[src/rtl/slant_pkg.sv]
// Shared constants and the FSM state encoding for the slant link transmitter.
package slant_pkg;

  localparam logic [23:0] SYNC_FRAME_EVEN = 24'hAAB155;
  localparam logic [23:0] SYNC_FRAME_ODD  = 24'hAA8D55;
  localparam logic [23:0] SYNC_HSYNC      = 24'h00A355;

  // Number of bit periods in every sync word.
  localparam int SYNC_BITS = 24;

  typedef enum logic [2:0] {
    IDLE,
    FSYNC,
    HSYNC,
    DATA,
    PARITY
  } txState_t;

endpackage

[src/rtl/slant_bit_timer.sv]
// Bit-period timer: counts 0..BIT_TIME-1 and flags the last clock of each bit.
// Holding clear keeps the count at zero so the first period after release is full length.
module slant_bit_timer #(
  parameter int BIT_TIME = 25
) (
  input  logic clk,
  input  logic rstn,
  input  logic clear,
  output logic bit_tick
);

  localparam int CW = (BIT_TIME > 1) ? $clog2(BIT_TIME) : 1;
  localparam logic [CW-1:0] LAST_COUNT = CW'(BIT_TIME - 1);

  logic [CW-1:0] count;

  // Free-running period counter, restarted by clear or at the end of each bit.
  always_ff @(posedge clk or negedge rstn) begin
    if (!rstn) begin
      count <= '0;
    end else if (clear || (count == LAST_COUNT)) begin
      count <= '0;
    end else begin
      count <= count + CW'(1);
    end
  end

  assign bit_tick = (count == LAST_COUNT) && !clear;

endmodule

[src/rtl/slant_transmitter.sv]
// Slant link transmitter: serialises a video frame onto four 8-bit sample lanes.
// A frame is an FSYNC word, then per line an HSYNC word followed by nibble-parallel
// pixel data (low nibble first). Lane registers only change at bit boundaries.
// Optional feature: define SLANT_TX_PARITY_EN to append one even-parity bit period
// per lane after the data of every line.
module slant_transmitter
  import slant_pkg::*;
#(
  parameter int         BIT_TIME   = 25,
  parameter int         LINE_BYTES = 160,
  parameter int         LINES      = 120,
  parameter logic [7:0] HIGH_LVL   = 8'hC0,
  parameter logic [7:0] LOW_LVL    = 8'h40
) (
  input  logic       clk,
  input  logic       rstn,
  input  logic       frame_start,
  input  logic [7:0] s_data,
  input  logic       s_valid,
  output logic       s_ready,
  output logic [7:0] Transmit0Data,
  output logic [7:0] Transmit1Data,
  output logic [7:0] Transmit2Data,
  output logic [7:0] Transmit3Data,
  output logic       busy,
  output logic       frame_odd,
  output logic       underrun
);

  localparam int DATA_PERIODS = 2 * LINE_BYTES;
  localparam int MAX_PERIODS  = (DATA_PERIODS > SYNC_BITS) ? DATA_PERIODS : SYNC_BITS;
  localparam int IW           = $clog2(MAX_PERIODS);
  localparam int LW           = (LINES > 1) ? $clog2(LINES) : 1;

  localparam logic [IW-1:0] LAST_SYNC_IDX = IW'(SYNC_BITS - 1);
  localparam logic [IW-1:0] LAST_DATA_IDX = IW'(DATA_PERIODS - 1);
  localparam logic [LW-1:0] LAST_LINE     = LW'(LINES - 1);

  txState_t      state, nextState;
  logic [IW-1:0] bitIdx, nextBitIdx;
  logic [LW-1:0] lineCnt, nextLineCnt;
  logic [23:0]   syncShift, nextSyncShift;
  logic [3:0]    laneBits, nextLaneBits;
  logic [3:0]    hiNibble, nextHiNibble;
  logic          nextBusy, nextFrameOdd, nextUnderrun;
  logic          bitTick, fetch, lineDone;
  logic [7:0]    fetchByte;
  logic [23:0]   frameSync;
`ifdef SLANT_TX_PARITY_EN
  logic [3:0]    parAcc, nextParAcc;
`endif

  slant_bit_timer #(
    .BIT_TIME(BIT_TIME)
  ) bitTimer (
    .clk     (clk),
    .rstn    (rstn),
    .clear   (state == IDLE),
    .bit_tick(bitTick)
  );

  // Next-state, serialiser and byte-fetch decisions; everything holds unless a bit ends.
  always_comb begin
    nextState     = state;
    nextBitIdx    = bitIdx;
    nextLineCnt   = lineCnt;
    nextSyncShift = syncShift;
    nextLaneBits  = laneBits;
    nextHiNibble  = hiNibble;
    nextBusy      = busy;
    nextFrameOdd  = frame_odd;
    nextUnderrun  = underrun;
`ifdef SLANT_TX_PARITY_EN
    nextParAcc    = parAcc;
`endif
    fetch     = 1'b0;
    lineDone  = 1'b0;
    fetchByte = s_valid ? s_data : 8'h00;
    frameSync = frame_odd ? SYNC_FRAME_EVEN : SYNC_FRAME_ODD;

    case (state)
      IDLE: begin
        if (frame_start) begin
          nextState     = FSYNC;
          nextBitIdx    = '0;
          nextLineCnt   = '0;
          nextFrameOdd  = ~frame_odd;
          nextUnderrun  = 1'b0;
          nextBusy      = 1'b1;
          nextLaneBits  = {4{frameSync[23]}};
          nextSyncShift = {frameSync[22:0], 1'b0};
        end
      end

      FSYNC: begin
        if (bitTick) begin
          if (bitIdx == LAST_SYNC_IDX) begin
            nextState     = HSYNC;
            nextBitIdx    = '0;
            nextLaneBits  = {4{SYNC_HSYNC[23]}};
            nextSyncShift = {SYNC_HSYNC[22:0], 1'b0};
          end else begin
            nextBitIdx    = bitIdx + IW'(1);
            nextLaneBits  = {4{syncShift[23]}};
            nextSyncShift = {syncShift[22:0], 1'b0};
          end
        end
      end

      HSYNC: begin
        if (bitTick) begin
          if (bitIdx == LAST_SYNC_IDX) begin
            nextState    = DATA;
            nextBitIdx   = '0;
            fetch        = 1'b1;
            nextLaneBits = fetchByte[3:0];
            nextHiNibble = fetchByte[7:4];
`ifdef SLANT_TX_PARITY_EN
            nextParAcc   = fetchByte[3:0];
`endif
          end else begin
            nextBitIdx    = bitIdx + IW'(1);
            nextLaneBits  = {4{syncShift[23]}};
            nextSyncShift = {syncShift[22:0], 1'b0};
          end
        end
      end

      DATA: begin
        if (bitTick) begin
          if (bitIdx == LAST_DATA_IDX) begin
`ifdef SLANT_TX_PARITY_EN
            nextState    = PARITY;
            nextBitIdx   = '0;
            nextLaneBits = parAcc;
`else
            lineDone     = 1'b1;
`endif
          end else begin
            nextBitIdx = bitIdx + IW'(1);
            if (!bitIdx[0]) begin
              nextLaneBits = hiNibble;
`ifdef SLANT_TX_PARITY_EN
              nextParAcc   = parAcc ^ hiNibble;
`endif
            end else begin
              fetch        = 1'b1;
              nextLaneBits = fetchByte[3:0];
              nextHiNibble = fetchByte[7:4];
`ifdef SLANT_TX_PARITY_EN
              nextParAcc   = parAcc ^ fetchByte[3:0];
`endif
            end
          end
        end
      end

      PARITY: begin
        if (bitTick) begin
          lineDone = 1'b1;
        end
      end

      default: begin
        nextState = IDLE;
      end
    endcase

    if (fetch && !s_valid) begin
      nextUnderrun = 1'b1;
    end

    if (lineDone) begin
      nextBitIdx = '0;
      if (lineCnt == LAST_LINE) begin
        nextState    = IDLE;
        nextBusy     = 1'b0;
        nextLaneBits = '0;
      end else begin
        nextState     = HSYNC;
        nextLineCnt   = lineCnt + LW'(1);
        nextLaneBits  = {4{SYNC_HSYNC[23]}};
        nextSyncShift = {SYNC_HSYNC[22:0], 1'b0};
      end
    end
  end

  // FSM state register.
  always_ff @(posedge clk or negedge rstn) begin
    if (!rstn) begin
      state <= IDLE;
    end else begin
      state <= nextState;
    end
  end

  // Datapath registers: counters, shift word, lane bits and status flags.
  always_ff @(posedge clk or negedge rstn) begin
    if (!rstn) begin
      bitIdx    <= '0;
      lineCnt   <= '0;
      syncShift <= '0;
      laneBits  <= '0;
      hiNibble  <= '0;
      busy      <= 1'b0;
      frame_odd <= 1'b1;
      underrun  <= 1'b0;
`ifdef SLANT_TX_PARITY_EN
      parAcc    <= '0;
`endif
    end else begin
      bitIdx    <= nextBitIdx;
      lineCnt   <= nextLineCnt;
      syncShift <= nextSyncShift;
      laneBits  <= nextLaneBits;
      hiNibble  <= nextHiNibble;
      busy      <= nextBusy;
      frame_odd <= nextFrameOdd;
      underrun  <= nextUnderrun;
`ifdef SLANT_TX_PARITY_EN
      parAcc    <= nextParAcc;
`endif
    end
  end

  assign s_ready       = fetch;
  assign Transmit0Data = laneBits[0] ? HIGH_LVL : LOW_LVL;
  assign Transmit1Data = laneBits[1] ? HIGH_LVL : LOW_LVL;
  assign Transmit2Data = laneBits[2] ? HIGH_LVL : LOW_LVL;
  assign Transmit3Data = laneBits[3] ? HIGH_LVL : LOW_LVL;

endmodule

[config.mk]
export PLATFORM = sky130hd
export DESIGN_NAME = slant_transmitter
export DESIGN_NICKNAME = d
export VERILOG_FILES = /design/src/rtl/slant_pkg.sv /design/src/rtl/slant_bit_timer.sv /design/src/rtl/slant_transmitter.sv
export SDC_FILE = /design/constraint.sdc
export NUM_CORES = 1
export LEC_CHECK = 0
export CORE_MARGIN = 2
export CORE_UTILIZATION = 51
export CTS_BUF_LIST = sky130_fd_sc_hd__clkbuf_4 sky130_fd_sc_hd__clkbuf_8
export DETAILED_ROUTE_END_ITERATION = 7
export HOLD_SLACK_MARGIN = 0.15
export PLACE_DENSITY = 0.9
export SYNTH_ARGS = -nofsm -noshare
export SYNTH_HDL_FRONTEND = slang
export SYNTH_SLANG_ARGS = --single-unit
export TNS_END_PERCENT = 10
[constraint.sdc]
create_clock -name clk -period 2.35 [get_ports clk]
set_clock_uncertainty 0.05 [all_clocks]
set_input_delay 0.47 -clock clk [delete_from_list [all_inputs] [get_ports clk]]
set_output_delay 0.47 -clock clk [all_outputs]
set_load 0.02 [all_outputs]
==> impl_results.md, run 1 <==
- Post-synthesis xor/xnor area fraction: 1.51%
- Synth Register Bits: 58
- Initial antenna violation count: 0
- Vias in the first global route: 3009
- Die area: 7490 um^2
- Drt first-iter violations: 338
- Layout Cells excl Fill: 515
- RSZ-0062 raised after global routing: yes
- Drt pass-1 iters: 6
- Simple-Gate Fraction of Synth Area: 17.9%
- First-pass GRT wire length: 13600 um
- CP cell instances: or4b_4 -> nor4b_4 -> a31oi_1 -> nor2_1 -> buf_4
- Place WS: -0.375 ns
- Grt total ovfl: 0
- Power per cell area: 501 nW/um^2
- Period minus WS final: 2.45 ns
- Starting Density: 52.0%
- Hold Path Depth: 2
- Slowest stage delay, CP: 0.56 ns
- Fin nets: 451
- Synth Cell Area: 3480 um^2
- Largest family of logic cells by synthesized area: compound AO/OA/AOI/OAI gates
- # rows: 30
- Vias: 3056
- Root Buffer Master: clkbuf_8
- Critical path capture point type: primary output
- Top cells by area, synth: dfrtp_1 (41%), buf_4 (6.3%), nand2_1 (4.6%), o21ai_0 (4.6%), ha_1 (3.2%)
- Clk buf depth: 2
- Post-synth ARST share: 100%
- CP required: 1.83 ns
- Max-cap violations: 0
- Post-synthesis mux area share: 3.31%
- CP max stage cell: or4b_4
- Failing checks: setup timing
- Placed cell area: 3860 um^2
- Setup Viol. Count Final: 1
- Synthesized area per cell: 9.08 um^2
- Area share of the largest cell type after synthesis: 41.0%
- Fmax: 409 MHz
- Peak supply drop: 0.000238 V
- Final wirelength: 8190 um
- Die width: 86.6 um
- Final hold violations: 0
- Tot Pwr: 2.07 mW
- Clock Pin Slew Worst Setup and Hold Paths: 0.07 ns
- Largest net degree at the start of global routing: 59
- Area Growth Syn to Fin: 18.6%
- Final GP Congestion: 0.875
- Core area: 6680 um^2
- Layout cells sized above 1: 16.8%
- Crit share post-route: 104%
- Post-Synthesis Cells: 383
- Synth Area in Compound Gates: 22.4%
- CTS tree: yes
- Reg2Reg Depth: 6
- Via-to-Cell Ratio: 5.93
- Height of the die: 86.6 um
- Post-synthesis adder-cell area fraction: 3.24%
- Yosys cell types: 59
- Post-synth EDFFs: 0
- Pins Over Slew Limit: 0
- Hpwl dp: 5610 um
- Io pins: 48
- DR DRC count: 0
- Outcome: complete, but fails checks
- Critical Path Fanout Max: 2
- Setup CP Type: reg -> out
- Routed Antenna Nets: 0
- Critical Path Start Type: flip-flop
- Worst hold-check path type: reg -> reg
- Leak: 1.81 nW
- GR Util All Layers: 23.0%
- WL/cell: 15.9 um
- Post-synthesis sequential area ratio: 41.8%
- Synth warn: 0
- Ys flop type: dfrtp_1
- Largest area contributor in the netlist: dfrtp_1
- Fin worst setup slack: -0.0973 ns
- Fill cells: 555
- Critical Path AT: 1.93 ns
- Fin area: 4120 um^2
- Count of input and output buffers: 19
- Clk sinks: 58
- H-tree Lvls: 3
- Inst Count DP: 497
- Antenna cell count: 0
- Clock Latency Late Sink: 0.34 ns
- CTS buffer count: 9
[kinds of logic (layout without fill, tap and decap cells)]
kind of cell,Yosys count,after routing
compound gates,116,116
xor+xnor,6,6
fa+ha+maj,9,9
buf+inv,58,84
flops,58,58
mux,11,11
other cells,2,28
simple gates,123,123
[final timing paths]
check	from	end	slack, ns
hold / removal	hiNibble[3]$_DFFE_PN0P_	hiNibble[3]$_DFFE_PN0P_	0.43
min in group asynchronous	rstn	bitTimer.count[2]$_DFF_PN0_	0.61
setup / recovery	bitIdx[3]$_DFFE_PN0P_	s_ready	-0.1
setup reg to reg	bitIdx[3]$_DFFE_PN0P_	hiNibble[0]$_DFFE_PN0P_	0.09
max in group asynchronous	rstn	frame_odd$_DFFE_PN1P_	1.35
hold reg to reg	hiNibble[3]$_DFFE_PN0P_	hiNibble[3]$_DFFE_PN0P_	0.43
[cell type report]
cell class	instances	area, um^2	share of cell area, %
Multi-Input combinational cell	293	1820	44.2
Sequential cell	58	1450	35.2
Timing Repair Buffer	60	509	12.4
Clock buffer	12	159	3.85
Tap cell	80	100	2.43
Clock inverter	4	50.0	1.21
Inverter	8	30.0	0.728
[through the flow]
stage / util [%] / hold WS (ns) / TNS [ns]
after floorplan: - / 0.124 / 0
after global placement: 57.8 / 0.411 / -0.238
after detailed placement: 57.8 / 0.421 / -0.388
after CTS: 61.4 / 0.437 / -0.0831
after global routing: 61.7 / 0.473 / -0.200
final: 61.7 / 0.432 / -0.0973
[sequential cells by signal, indices dropped and copies added (netlist names)]
| register | flops |
|---|---|
| underrun | 1 |
| bitIdx | 9 |
| hiNibble | 4 |
| bitTimer.count | 5 |
| busy | 1 |
| laneBits | 4 |
| frame_odd | 1 |
| state | 2 |
| lineCnt | 7 |
| syncShift | 24 |
[report_power, final]
group          total, mW  switching [mW]  internal, mW
registers           1.00        0.000611         0.999
clock network      0.963           0.406         0.557
logic              0.102          0.0755        0.0268
[what timing repair did]
item / in CTS / in global routing
buffers inserted: 0 / 1
hold buffers: 1 / 0
gates cloned: 0 / 0
resized for setup: 9 / 6
setup endpoints to repair: 4 / 29
hold endpoints to repair: 57 / 0
pin swaps: 2 / 1
[metal layers]
layer  vias to the layer above  wire length, um  track usage [%]
met4                         0               95             8.95
li1                       1442                -                -
met5                         -                0                0
met2                        95             4110             37.9
met1                      1508             3570             28.7
met3                        11              420             6.19
[cell usage after synthesis, drive strengths merged, types with 2 or more instances]
library cell  number
inv                8
and3               4
nor3b              2
nand2             43
and2               3
nor2              16
xor2               4
ha                 9
clkbuf            18
mux2               4
buf               32
nor2b              8
conb               2
o21a               5
dfrtp             57
nor3              18
o211ai             5
mux2i              7
a32o               9
a2bb2oi            2
xnor2              2
nand3              8
a21o               4
a22o               4
nand4              9
o21ai             37
o221ai             7
or2                2
a21oi             18
a31oi             14
[critical path: cells and delay by family (launching register included)]
| kind | cells | cell delay (ns) |
|---|---|---|
| and+or+nand+nor | 3 | 0.96 |
| DFF | 1 | 0.37 |
| buffers and inverters | 1 | 0.16 |
| AOI/OAI and AO/OA | 1 | 0.09 |
[layout by cell type, fill, tap and decap left out, types with 2 or more instances in the layout]
cell type | Yosys | layout
conb_1 | 2 | 28
nor2_1 | 16 | 14
nor3b_1 | 2 | 2
and3_1 | 4 | 4
xnor2_1 | 2 | 2
a22o_1 | 4 | 4
nand3_1 | 8 | 8
clkinvlp_4 | 0 | 2
and2_1 | 2 | 2
o21ai_1 | 5 | 5
clkdlybuf4s50_1 | 0 | 17
a31oi_1 | 14 | 14
nor2b_1 | 8 | 8
mux2_2 | 4 | 4
nor2_2 | 0 | 2
o221ai_1 | 7 | 7
buf_4 | 29 | 39
nand4_1 | 9 | 9
ha_1 | 9 | 8
o21ai_0 | 32 | 32
xor2_1 | 4 | 4
o21a_1 | 5 | 5
o211ai_1 | 4 | 4
a32o_1 | 9 | 9
inv_1 | 8 | 8
a2bb2oi_1 | 2 | 2
clkbuf_8 | 0 | 11
a21o_1 | 4 | 4
dfrtp_1 | 57 | 57
a21oi_1 | 18 | 18
mux2i_1 | 7 | 7
nand2_1 | 43 | 43
nor3_1 | 17 | 17
(Power assumes the default switching activity.)
==> run 2, diff against run 1 <==
Settings changed: CORE_UTILIZATION 51 to 52, PLACE_DENSITY 0.9 to 0.91, SYNTH_HIERARCHICAL set to 1.
==> impl_results.md, run 2 <==
- Outcome: complete, but fails checks (unchanged)
- Failing checks: setup timing (unchanged)
- Sequential share of power: 52.6% (was 48.4%)
- Power per cell area: 429 nW/um^2 (was 501 nW/um^2)
- Die width: 89.3 um (was 86.6 um)
- Die area: 7970 um^2 (was 7490 um^2)
- CTS tree: yes (unchanged)
- Largest reg by FF count: syncShift (unchanged)
- Post-synthesis adder-cell area fraction: 3.31% (was 3.24%)
- Net Sw Frac: 24.5% (was 23.3%)
- Vias: 3493 (was 3056)
- Critical Path Start Type: flip-flop (unchanged)
- DR DRC count: 0 (unchanged)
- Sw Pwr: 468 uW (was 482 uW)
- Grt total ovfl: 0 (unchanged)
- Yosys cell types: 64 (was 59)
- Initial antenna violation count: 0 (unchanged)
- Critical path capture point type: primary output (unchanged)
- Critical Path Fanout Max: 4 (was 2)
- Core area: 7140 um^2 (was 6680 um^2)
- Fin area: 4450 um^2 (was 4120 um^2)
- Antenna cell count: 0 (unchanged)
- Fin worst setup slack: -0.0219 ns (was -0.0973 ns)
- CP required: 1.83 ns (about the same)
- Root Buffer Master: clkbuf_8 (unchanged)
- Crit share post-route: 101% (was 104%)
- Post-synth EDFFs: 0 (unchanged)
- First-pass GRT wire length: 16100 um (was 13600 um)
- Setup CP Type: reg -> out (unchanged)
- Synth Register Bits: 58 (unchanged)
- Largest area contributor in the netlist: dfrtp_1 (unchanged)
- H-tree Lvls: 3 (unchanged)
- Height of the die: 89.3 um (was 86.6 um)
- Via-to-Cell Ratio: 6.07 (was 5.93)
- Largest family of logic cells by synthesized area: compound AO/OA/AOI/OAI gates (unchanged)
- Clk sinks: 58 (unchanged)
- Layout cells sized above 1: 19.3% (was 16.8%)
- GR Util All Layers: 26.4% (was 23.0%)
- Hpwl dp: 6670 um (was 5610 um)
- Worst Tran Pin Value: 0.529 ns
- WL/cell: 16.7 um (was 15.9 um)
- # rows: 31 (was 30)
- Relative slew slack: 64.6%
- Starting Density: 53.0% (was 52.0%)
- Synth Area in Compound Gates: 24.6% (was 22.4%)
- Clock Latency Late Sink: 0.35 ns (was 0.34 ns)
- Comb pwr share: 5.4% (was 5.0%)
- Post-synthesis xor/xnor area fraction: 0.695% (was 1.51%)
- Post-synthesis sequential area ratio: 38.4% (was 41.8%)
- Area Growth Syn to Fin: 17.6% (was 18.6%)
- Commonest non-fill, non-tap cells in the layout: dfrtp_1 (57), buf_4 (49), o21ai_0 (29) (was dfrtp_1 (57), nand2_1 (43), buf_4 (39))
- Internal power: 1.44 mW (was 1.58 mW)
- Leak: 1.95 nW (was 1.81 nW)
- Post-synth top cells: dfrtp_1 (57), buf_4 (29), o21ai_0 (29) (was dfrtp_1 (57), nand2_1 (43), o21ai_0 (32))
- Clock Pin Slew Worst Setup and Hold Paths: 0.06 ns (was 0.07 ns)
- Io pins: 48 (unchanged)
- Vias in the first global route: 3477 (was 3009)
- Cell with the most instances after synthesis: dfrtp_1 (unchanged)
- Placed cell area: 4210 um^2 (was 3860 um^2)
- Most common cell after layout, fill and taps aside: dfrtp_1 (unchanged)
- Pins Over Slew Limit: 0 (unchanged)
- Synth Cell Area: 3780 um^2 (was 3480 um^2)
- Synthesized area per cell: 9.07 um^2 (was 9.08 um^2)
- Post-synthesis mux area share: 2.68% (was 3.31%)
- Peak supply drop: 0.000381 V (was 0.000238 V)
- Synth warn: 6 (was 0)
- Clock network power share: 42.0% (was 46.6%)
- Top cells by area, synth: dfrtp_1 (38%), buf_4 (5.8%), o21ai_0 (3.8%), ha_1 (3.3%), a21oi_1 (3.2%) (was dfrtp_1 (41%), buf_4 (6.3%), nand2_1 (4.6%), o21ai_0 (4.6%), ha_1 (3.2%))
- Max-cap violations: 0 (unchanged)
- Fin nets: 493 (was 451)
- Area share of the largest cell type after synthesis: 37.7% (was 41.0%)
- Critical Path AT: 1.85 ns (was 1.93 ns)
- Simple-Gate Fraction of Synth Area: 19.2% (was 17.9%)
- Final GP Congestion: 0.868 (was 0.875)
- Clk buf depth: 2 (unchanged)
- Post-Synthesis Cells: 417 (was 383)
- Drt pass-1 iters: 5 (was 6)
- RSZ-0062 raised after global routing: yes (unchanged)
- Largest net degree at the start of global routing: 59 (unchanged)
- Final hold violations: 0 (unchanged)
- Worst hold-check path type: reg -> reg (unchanged)
- Setup Viol. Count Final: 2 (was 1)
- Final core occ: 62.3% (was 61.7%)
- Drt first-iter violations: 288 (was 338)
- Post-synth ARST share: 100% (unchanged)
- Max reg flops: 24 (unchanged)
- CTS buffer count: 9 (unchanged)
- Ys flop type: dfrtp_1 (unchanged)
- Final wirelength: 9600 um (was 8190 um)
- Fmax: 422 MHz (was 409 MHz)
- Routed Antenna Nets: 0 (unchanged)
- Period minus WS final: 2.37 ns (was 2.45 ns)
- Biggest regs: syncShift: 24 flops, bitIdx: 9 flops, lineCnt: 7 flops (unchanged)
- Count of input and output buffers: 19 (unchanged)
-- run 2: cell types whose count changed in the layout (fill, tap and decap cells not counted), moves of 7 or more --
cell	before	now
a31oi_1	14	5
nand2b_1	1	15
inv_1	8	17
buf_4	39	49
nand2_1	43	26
o211ai_1	4	12
o22ai_1	0	7
nor3_1	17	7
nand3_1	8	21
-- run 2: stage by stage --
stage          std cells  hold slack (ns)  total power [mW]  TNS, ns  setup slack [ns]
2_1_floorplan        443            0.124              1.11        0            0.0327
3_3_place_gp         553            0.432              1.12   -0.200            -0.200
3_5_place_dp         553            0.428              1.12   -0.553            -0.288
4_1_cts              573            0.441              1.92  -0.0139           -0.0139
5_1_grt              575            0.479              1.97   -0.375            -0.111
6_report             575            0.439              1.91  -0.0290           -0.0219
-- run 2: routing by layer --
layer / track usage [%] / vias to the layer above / wire (um)
met5: 0 / - / 0
met4: 14.0 / 0 / 365
met3: 6.37 / 39 / 687
met2: 45.2 / 179 / 4770
met1: 30.5 / 1683 / 3780
li1: - / 1592 / -
-- run 2: power groups by stage --
stage	sequential [mW]	clock, mW	combinational [mW]
2_1_floorplan	1.02	0	0.0905
3_3_place_gp	1.02	0	0.0998
4_1_cts	1.00	0.808	0.103
3_5_place_dp	1.02	0	0.102
5_1_grt	1.00	0.848	0.114
6_report	1.00	0.801	0.103
-- run 2: final timing paths --
| kind | start | to | slack, ns | depth (start not counted) |
|---|---|---|---|---|
| worst max-delay path | bitTimer/count[0]$_DFF_PN0_ | s_ready | -0.02 | 8 |
| worst min-delay path | laneBits[3]$_DFFE_PN0P_ | laneBits[3]$_DFFE_PN0P_ | 0.44 | 1 |
| worst max register to register | bitTimer/count[0]$_DFF_PN0_ | lineCnt[6]$_DFF_PN0_ | -0.01 | 9 |
| worst min register to register | laneBits[3]$_DFFE_PN0P_ | laneBits[3]$_DFFE_PN0P_ | 0.44 | 1 |
| max in group asynchronous | rstn | frame_odd$_DFFE_PN1P_ | 1.37 | 3 |
| min in group asynchronous | rstn | bitIdx[8]$_DFFE_PN0P_ | 0.59 | 3 |
-- run 2: layout make-up --
type / instances / area (um^2)
Clock inverter: 4 / 20.0
Fill cell: 599 / 2690
Timing Repair Buffer: 71 / 596
Sequential cell: 58 / 1450
Multi-Input combinational cell: 312 / 2040
Inverter: 19 / 71.3
Clock buffer: 12 / 146
Tap cell: 99 / 124
-- run 2: worst max-delay path: stages, from the launching register on --
cell,delay [ns]
dfrtp_1,0.38
inv_1,0.07
ha_1,0.13
and4b_1,0.21
nor2b_4,0.20
nand3_2,0.08
a21oi_2,0.14
o22a_2,0.18
buf_6,0.12
-- run 2: cell families (layout without fill, tap and decap cells) --
kind of cell / Yosys count / after routing
AOI/OAI and AO/OA: 136 / 136
muxes: 10 / 10
and+or+nand+nor: 125 / 125
buffers and inverters: 73 / 106
DFF: 58 / 58
other: 2 / 28
adders and majority gates: 10 / 10
xor gates and xnor gates: 3 / 3
-- run 2: what timing repair did --
action | 4_1_cts | 5_1_grt
setup buffers | 3 | 2
hold buffers | 1 | 0
hold endpoints to repair | 57 | 0
setup endpoints to repair | 11 | 22
pin swaps | 3 | 2
resized for setup | 10 | 6
==> run 3, diff against run 2 <==
Settings changed: PLACE_DENSITY 0.91 to 0.79.
==> impl_results.md, run 3 (synthesis results as in run 2) <==
- # rows: 31 (unchanged)
- Reg2Reg Depth: 10 (was 9)
- Clk sinks: 58 (unchanged)
- GR Util All Layers: 26.4% (about the same)
- Final wirelength: 9740 um (was 9600 um)
- Largest net degree at the start of global routing: 28 (was 59)
- Drt first-iter violations: 263 (was 288)
- CTS buffer count: 9 (unchanged)
- Clk buf depth: 2 (unchanged)
- Failing checks: setup timing (unchanged)
- Met2 WL: 4980 um (was 4770 um)
- Worst Tran Pin Value: 0.596 ns (was 0.529 ns)
- Power per cell area: 500 nW/um^2 (was 429 nW/um^2)
- CTS tree: yes (unchanged)
- Layout cells sized above 1: 20.7% (was 19.3%)
- Fmax: 417 MHz (was 422 MHz)
- Height of the die: 89.3 um (unchanged)
- Final hold violations: 0 (unchanged)
- Slowest stage delay, CP: 0.39 ns (was 0.38 ns)
- Fin worst setup slack: -0.0496 ns (was -0.0219 ns)
- Clock Latency Late Sink: 0.35 ns (about the same)
- Inst Count DP: 556 (was 553)
- Critical Path Start Type: flip-flop (unchanged)
- CP top delay family: simple AND/OR/NAND/NOR gates (unchanged)
- Grt total ovfl: 0 (unchanged)
- Peak supply drop: 0.000310 V (was 0.000381 V)
- Metal3 WL: 493 um (was 687 um)
- WL/cell: 16.8 um (was 16.7 um)
- Leak: 2.01 nW (was 1.95 nW)
- Area Growth Syn to Fin: 21.2% (was 17.6%)
- Critical Path AT: 1.88 ns (was 1.85 ns)
- WP depth: 8 (unchanged)
- Setup Viol. Count Final: 1 (was 2)
- Multi-input gate area: 2050 um^2 (was 2040 um^2)
- Relative slew slack: 59.2% (was 64.6%)
- Core area: 7140 um^2 (unchanged)
- Vias: 3448 (was 3493)
- Commonest non-fill, non-tap cells in the layout: dfrtp_1 (57), buf_4 (55), conb_1 (28) (was dfrtp_1 (57), buf_4 (49), o21ai_0 (29))
- Worst hold-check path type: in -> async (was reg -> reg)
- Fin Setup TNS: -0.0496 ns (was -0.0290 ns)
- Biggest regs: syncShift: 24 flops, bitIdx: 9 flops, lineCnt: 7 flops (unchanged)
- Outcome: complete, but fails checks (unchanged)
- M1 WL: 4040 um (was 3780 um)
- Uppermost layer routed: met4 (unchanged)
- Die area: 7970 um^2 (unchanged)
- Vias in the first global route: 3430 (was 3477)
- Count of input and output buffers: 19 (unchanged)
- Io pins: 48 (unchanged)
- Largest reg by FF count: syncShift (unchanged)
- H-tree Lvls: 3 (unchanged)
- Layout Cells excl Fill: 581 (was 575)
- Hpwl dp: 6590 um (was 6670 um)
- WP buf/inv: 2 (unchanged)
- Die width: 89.3 um (unchanged)
- Max-cap violations: 0 (unchanged)
- Final GP Congestion: 0.910 (was 0.868)
- Crit share post-route: 102% (was 101%)
- Via-to-Cell Ratio: 5.93 (was 6.07)
- Fill cells: 551 (was 599)
- Routed Antenna Nets: 0 (unchanged)
- Fin nets: 499 (was 493)
- Max reg flops: 24 (unchanged)
- RSZ-0062 raised after global routing: yes (unchanged)
- Setup CP Type: reg -> out (unchanged)
- CP max stage cell: dfrtp_1 (unchanged)
- Antenna cell count: 0 (unchanged)
- Pins Over Slew Limit: 0 (unchanged)
- First-pass GRT wire length: 16100 um (about the same)
- CP cell instances: inv_1 -> ha_1 -> and4b_1 -> nor2b_4 -> nand3_2 -> a21oi_2 -> o22a_2 -> buf_6 (unchanged)
- Critical Path Fanout Max: 3 (was 4)
- CP required: 1.83 ns (about the same)
- Root Buffer Master: clkbuf_8 (unchanged)
- Drt pass-1 iters: 6 (was 5)
- Tot Pwr: 2.29 mW (was 1.91 mW)
- Critical path capture point type: primary output (unchanged)
- Clock Pin Slew Worst Setup and Hold Paths: 0.07 ns (was 0.06 ns)
- Initial antenna violation count: 0 (unchanged)
- Starting Density: 53.0% (unchanged)
- Place WS: -0.288 ns (about the same)
- Most common cell after layout, fill and taps aside: dfrtp_1 (unchanged)
- Sequential cell area: 1450 um^2 (unchanged)
- DR DRC count: 0 (unchanged)
- Period minus WS final: 2.40 ns (was 2.37 ns)
[run 3: cell types whose count changed in the layout (fill, tap and decap cells not counted), moves of 2 or more]
cell       before  now
o21ai_1         8   10
clkbuf_8        9   11
clkbuf_4        3    1
clkinv_2        4    0
o21ai_0        29   27
buf_4          49   55
bufinv_16       0    3
[run 3: layout make-up]
class,instances,area share [%]
multi-input combinational,312,44.7
tap,99,2.70
sequential,58,31.7
clock inverter,4,2.13
timing repair buffer,77,13.8
clock buffer,12,3.47
inverter,19,1.56
[run 3: repair_timing]
action / 4_1_cts / 5_1_grt
hold buffers: 1 / 0
cloned: 0 / 0
pin swaps: 2 / 2
endpoints found under the setup margin: 3 / 21
buffers inserted: 3 / 5
hold endpoints to repair: 5 / 0
gates resized for setup: 10 / 11
[run 3: layer usage]
metal  global-route usage [%]  up-vias
li1                         -     1612
met1                     33.1     1697
met2                     44.4      117
met3                     4.71       22
met4                     12.5        0
met5                        0        -
[run 3: report_power, final]
group	internal, mW	switching (mW)
Clock	0.774	0.413
Combinational	0.0260	0.0750
Sequential	1.00	0.00196
Total	1.80	0.490
[run 3: worst paths after layout]
path                                           end                         from  slack, ns
min                          bitIdx[6]$_DFFE_PN0P_                         rstn       0.42
max                                        s_ready  bitTimer/count[1]$_DFF_PN0_      -0.05
max reg2reg                   lineCnt[5]$_DFF_PN0_  bitTimer/count[1]$_DFF_PN0_          0
max in group asynchronous    frame_odd$_DFFE_PN1P_                         rstn       1.24
min in group clk           laneBits[2]$_DFFE_PN0P_      laneBits[2]$_DFFE_PN0P_       0.45
min reg2reg                laneBits[2]$_DFFE_PN0P_      laneBits[2]$_DFFE_PN0P_       0.45
[run 3: stage by stage]
stage,cell area (um^2),hold slack (ns),util (%)
after floorplan,3880,0.124,-
after global placement,4220,0.246,59.1
after detailed placement,4220,0.253,59.1
after CTS,4520,0.413,63.4
after global routing,4580,0.429,64.2
final,4580,0.419,64.2
